### config.mk
export PLATFORM = sky130hd
export DESIGN_NAME = dmem_wait_responder
export DESIGN_NICKNAME = d
export VERILOG_FILES = /design/src/rtl/dmem_wait_responder.sv
export SDC_FILE = /design/constraint.sdc
export NUM_CORES = 2
export LEC_CHECK = 0
export ABC_AREA = 1
export CORE_MARGIN = 1.5
export CORE_UTILIZATION = 55
export DETAILED_ROUTE_END_ITERATION = 12
export PLACE_DENSITY_LB_ADDON = 0.08
export SLEW_MARGIN = 20
export SYNTH_ARGS = -nofsm -noshare
export SYNTH_HDL_FRONTEND = slang
export SYNTH_SLANG_ARGS = --single-unit
### constraint.sdc
create_clock -name clk_i -period 6.1 [get_ports clk_i]
set_input_delay 1.525 -clock clk_i [delete_from_list [all_inputs] [get_ports clk_i]]
set_output_delay 1.525 -clock clk_i [all_outputs]
set_load 0.01 [all_outputs]
### src/rtl/dmem_wait_responder.sv
// Word-organised data RAM behind a valid/ready request/response handshake
// with a fixed number of wait states; one transaction outstanding at a time.
module dmem_wait_responder #(
  parameter int unsigned DEPTH_WORDS = 64,
  parameter int unsigned LATENCY     = 2,
  parameter logic [31:0] BASE_ADDR   = 32'h0
) (
  input  logic        clk_i,
  input  logic        reset_i,
  input  logic        req_valid_i,
  output logic        req_ready_o,
  input  logic        req_we_i,
  input  logic [31:0] req_addr_i,
  input  logic [31:0] req_wdata_i,
  input  logic [3:0]  req_be_i,
  output logic        rsp_valid_o,
  input  logic        rsp_ready_i,
  output logic [31:0] rsp_rdata_o,
  output logic        rsp_err_o
);

  localparam int unsigned IDX_W    = (DEPTH_WORDS > 1) ? $clog2(DEPTH_WORDS) : 1;
  localparam int unsigned CNT_W    = 4;
  localparam int unsigned WORD_W   = 30;
  localparam logic [CNT_W-1:0] CNT_INIT = (LATENCY > 0) ? CNT_W'(LATENCY - 1) : '0;
  localparam bit          ZERO_LAT = (LATENCY == 0);

  typedef enum logic [1:0] {IDLE, BUSY, RESP} state_e;

  state_e             state_q;
  logic [CNT_W-1:0]   cnt_q;
  logic               we_q;
  logic [31:0]        addr_q;
  logic [31:0]        wdata_q;
  logic [3:0]         be_q;
  logic               rsp_valid_q;
  logic [31:0]        rdata_q;
  logic               err_q;
  logic [31:0]        mem_q [DEPTH_WORDS];

  logic               accept_c;
  logic               commit_c;
  logic               c_we;
  logic [31:0]        c_addr;
  logic [31:0]        c_wdata;
  logic [3:0]         c_be;
  logic [WORD_W-1:0]  c_word;
  logic [IDX_W-1:0]   c_idx;
  logic               c_err;

  assign req_ready_o = (state_q == IDLE) && !reset_i;
  assign accept_c    = req_valid_i && req_ready_o;

  // With zero latency the commit happens on the accept edge, so take the live request.
  assign c_we    = (state_q == IDLE) ? req_we_i    : we_q;
  assign c_addr  = (state_q == IDLE) ? req_addr_i  : addr_q;
  assign c_wdata = (state_q == IDLE) ? req_wdata_i : wdata_q;
  assign c_be    = (state_q == IDLE) ? req_be_i    : be_q;

  assign c_word = WORD_W'((c_addr - BASE_ADDR) >> 2);
  assign c_idx  = c_word[IDX_W-1:0];
  assign c_err  = (c_addr[1:0] != 2'b00) || (c_word >= WORD_W'(DEPTH_WORDS));

  assign commit_c = !reset_i && (ZERO_LAT ? accept_c
                                          : ((state_q == BUSY) && (cnt_q == '0)));

  assign rsp_valid_o = rsp_valid_q;
  assign rsp_rdata_o = rdata_q;
  assign rsp_err_o   = err_q;

  // RAM write port; contents survive reset.
  always_ff @(posedge clk_i) begin
    if (commit_c && c_we && !c_err) begin
      for (int i = 0; i < 4; i++) begin
        if (c_be[i]) mem_q[c_idx][8*i +: 8] <= c_wdata[8*i +: 8];
      end
    end
  end

  // Transaction FSM with registered response outputs.
  always_ff @(posedge clk_i or posedge reset_i) begin
    if (reset_i) begin
      state_q     <= IDLE;
      cnt_q       <= '0;
      we_q        <= 1'b0;
      addr_q      <= '0;
      wdata_q     <= '0;
      be_q        <= '0;
      rsp_valid_q <= 1'b0;
      rdata_q     <= '0;
      err_q       <= 1'b0;
    end else begin
      case (state_q)
        IDLE: begin
          if (accept_c) begin
            we_q    <= req_we_i;
            addr_q  <= req_addr_i;
            wdata_q <= req_wdata_i;
            be_q    <= req_be_i;
            if (ZERO_LAT) begin
              state_q <= RESP;
            end else begin
              state_q <= BUSY;
              cnt_q   <= CNT_INIT;
            end
          end
        end
        BUSY: begin
          if (cnt_q == '0) state_q <= RESP;
          else             cnt_q   <= cnt_q - CNT_W'(1);
        end
        RESP: begin
          if (rsp_ready_i) begin
            state_q     <= IDLE;
            rsp_valid_q <= 1'b0;
          end
        end
        default: state_q <= IDLE;
      endcase

      if (commit_c) begin
        rsp_valid_q <= 1'b1;
        rdata_q     <= (c_we || c_err) ? 32'h0 : mem_q[c_idx];
        err_q       <= c_err;
      end
    end
  end

endmodule
==> run metrics <==
run status complete, but fails checks; violated checks design-rule violations; Setup crit end kind output port; CTS tree done; root buf cell clkbuf_16; Post-synth EDFFs 2048; Final Net Count 8945; post-synthesis sequential area ratio 70.3%; Post-Route WL 261000 um; CTS Buffer Depth 3; Vias/cell 5.46; Clock H-tree levels 4; largest net degree at the start of global routing 189; post-route cell area 102000 um^2; top cell type's share of synthesized area 67.3%; # port buffers 107; GRT overflow 0; gpl congestion 0.892; Via Count 61.4k; Slew Limit Fails 0; Detailed Routing Iterations Pass 1 11; Die H 411 um; Detail Placement HPWL 157000 um; pwr dens 538 nW/um^2; Post-Syn Area per Cell 10.4 um^2; commonest non-fill, non-tap cell in the layout nand2_1; PostCTS Resize Cnt 0; Post-CTS Setup Repair Bufs 0; Req. time, crit path 4.58 ns; FF+latch count, synth 2157; worst clock skew 0.0283 ns; Synth Net Count 8855; Peak VDD IR 1.41 mV; share of layout cells above drive strength 1 6.50%; worst slew pin tran 1.20 ns; DRC errors left 3; ys async rst share 5.05%; critical path class in2out; Critical Path Max Stage Delay 0.60 ns; Worst Setup Start Kind primary input; Final WS setup 1.71 ns; RR Startpoint state_q[1]; vias in the first global route 57.9k; post-layout min period 4.39 ns; initial antenna violation count 8; DP Worst Slack 1.02 ns; placed cell count 10.8k; Worst R2R Path Depth 9; setup TNS 0 ns; hold_sp be_q[3]; worst reg2reg endpoint mem_q[36][1]; CP cell instances clkdlybuf4s50_1 > nor2_1 > clkdlybuf4s50_1; CP Data Arrival Time 2.86 ns; static leakage 41.1 nW; I/O pins 108; Netlist cell types 33; post-route ant nets 0; unrepaired setup endpoints after global routing false; fmax 228 MHz; Syn Inst Count 8780; synthesis-to-layout area growth 11.7%; period utilization 71.9%; Starting DRT DRC Count 7615; clk sinks 2157; die footprint 169000 um^2; Syn. warnings 0; die width 411 um; DP Area 95300 um^2; Final setup viols 0; fill count 13.4k; ys flop type edfxtp_1; total track usage 31.1%; CTS Hold Buffers Added 0; fin util 61.9%; Cell Rows 149; Final Hold Viols 0; ranking of synthesized cells by area edfxtp_1 (67%), nand2_1 (15%), inv_1 (3.6%); Slew HR 19.7%; worst skew pair latency 0.85 ns; Worst path slowest cell clkdlybuf4s50_1; cts bufs inserted 215; most frequent cells in the layout nand2_1 (3678), edfxtp_1 (2048), inv_1 (885), nand3_1 (567), nor2_1 (473); Synth area leader edfxtp_1; Final Non-Filler Cells 11.2k; Worst Hold Depth 2; drt wl/cell 23.2 um; Worst Path Max Fanout 2; multi-input logic area 22100 um^2; first-pass GRT wire length 382000 um; WHS Endpoint be_q[3]; Hold Crit Class reg2reg; initial cell density of the core 55.4%; most used cell along the critical path clkdlybuf4s50_1; Post-Syn Area 91300 um^2; Crit. Startpoint reset_i; worst reg-to-reg setup slack 1.79 ns; CTS clk-pin slew, worst paths 0.06 ns; Core ar. 165000 um^2; max-cap violations 0; register area 64200 um^2
## metal layers
layer | vias to the layer above | part of all wire [%] | global-route usage, %
met5 | - | 0.072 | 0.452
met4 | 14 | 3.8 | 11.9
met3 | 473 | 9.7 | 6.78
met2 | 2679 | 45 | 47.4
met1 | 29468 | 41 | 44.0
li1 | 28783 | - | -
## sequential cells by signal, indices dropped and copies added, names as in the netlist
register,count
rsp_err_o,1
we_q,1
rsp_valid_o,1
wdata_q,32
state_q,2
rsp_rdata_o,32
mem_q,2048
be_q,4
addr_q,32
cnt_q,4
## power by group
| part | internal [mW] | switching [mW] | total [mW] |
|---|---|---|---|
| logic | 4.76 | 17.7 | 22.5 |
| registers | 19.6 | 0.120 | 19.7 |
| clock network | 7.11 | 5.54 | 12.6 |
| total | 31.5 | 23.4 | 54.9 |
## critical path, delay by kind of cell
family / cells / cell delay, ns
simple gates: 1 / 0.25
buf+inv: 2 / 1.09
## cells by family after synthesis
kind of cell	count (synthesis)	synth area share [%]
and+or+nand+nor	4906	21.5
DFF	2157	70.3
buffers and inverters	1340	6.02
AOI/OAI and AO/OA	369	2.06
muxes	6	0.0740
adders and majority gates	2	0.0274
## area by class of cell
type	count	area share [%]
repair buffers	319	2.89
diodes	8	0.0196
inverters	894	3.29
well taps	2189	2.68
clock buffers	291	5.77
clock inverters	104	0.762
flip-flops and latches	2157	62.9
multi-input cells	5283	21.7
## synth_stat cells (2+ instances only)
cell type and count:
nand2_1 3680, inv_2 8, inv_1 886, and2_1 25, o21ai_2 3, nor3_1 4, ha_1 2, o21ai_0 289
buf_1 22, buf_2 306, nor3_2 4, dfrtp_1 109, nand3_1 568, nor4_1 3, nand2_2 10, buf_6 2
nor2_2 8, a31oi_1 3, nand4_1 123, nor2_1 473, edfxtp_1 2048, a21oi_1 68, o31ai_1 2, clkbuf_1 96
buf_4 20, mux2_2 6, nor2_4 6
## stage by stage
stage	power, mW	hold slack, ns
6_report	54.9	0.483
4_1_cts	54.7	0.488
2_1_floorplan	33.5	0.434
3_3_place_gp	42.0	0.455
3_5_place_dp	42.2	0.470
5_1_grt	57.3	0.506
## how the worst max path moves through the flow
stage | cells after the start | to | slack [ns]
after floorplan | 8 | mem_q[48][0] | 0.03
after global placement | 8 | mem_q[46][2] | 1.03
after detailed placement | 9 | mem_q[4][23] | 1.02
after CTS | 4 | req_ready_o | 1.70
after global routing | 4 | req_ready_o | 1.62
final | 3 | req_ready_o | 1.71
Power figures use the tool's default switching activity.
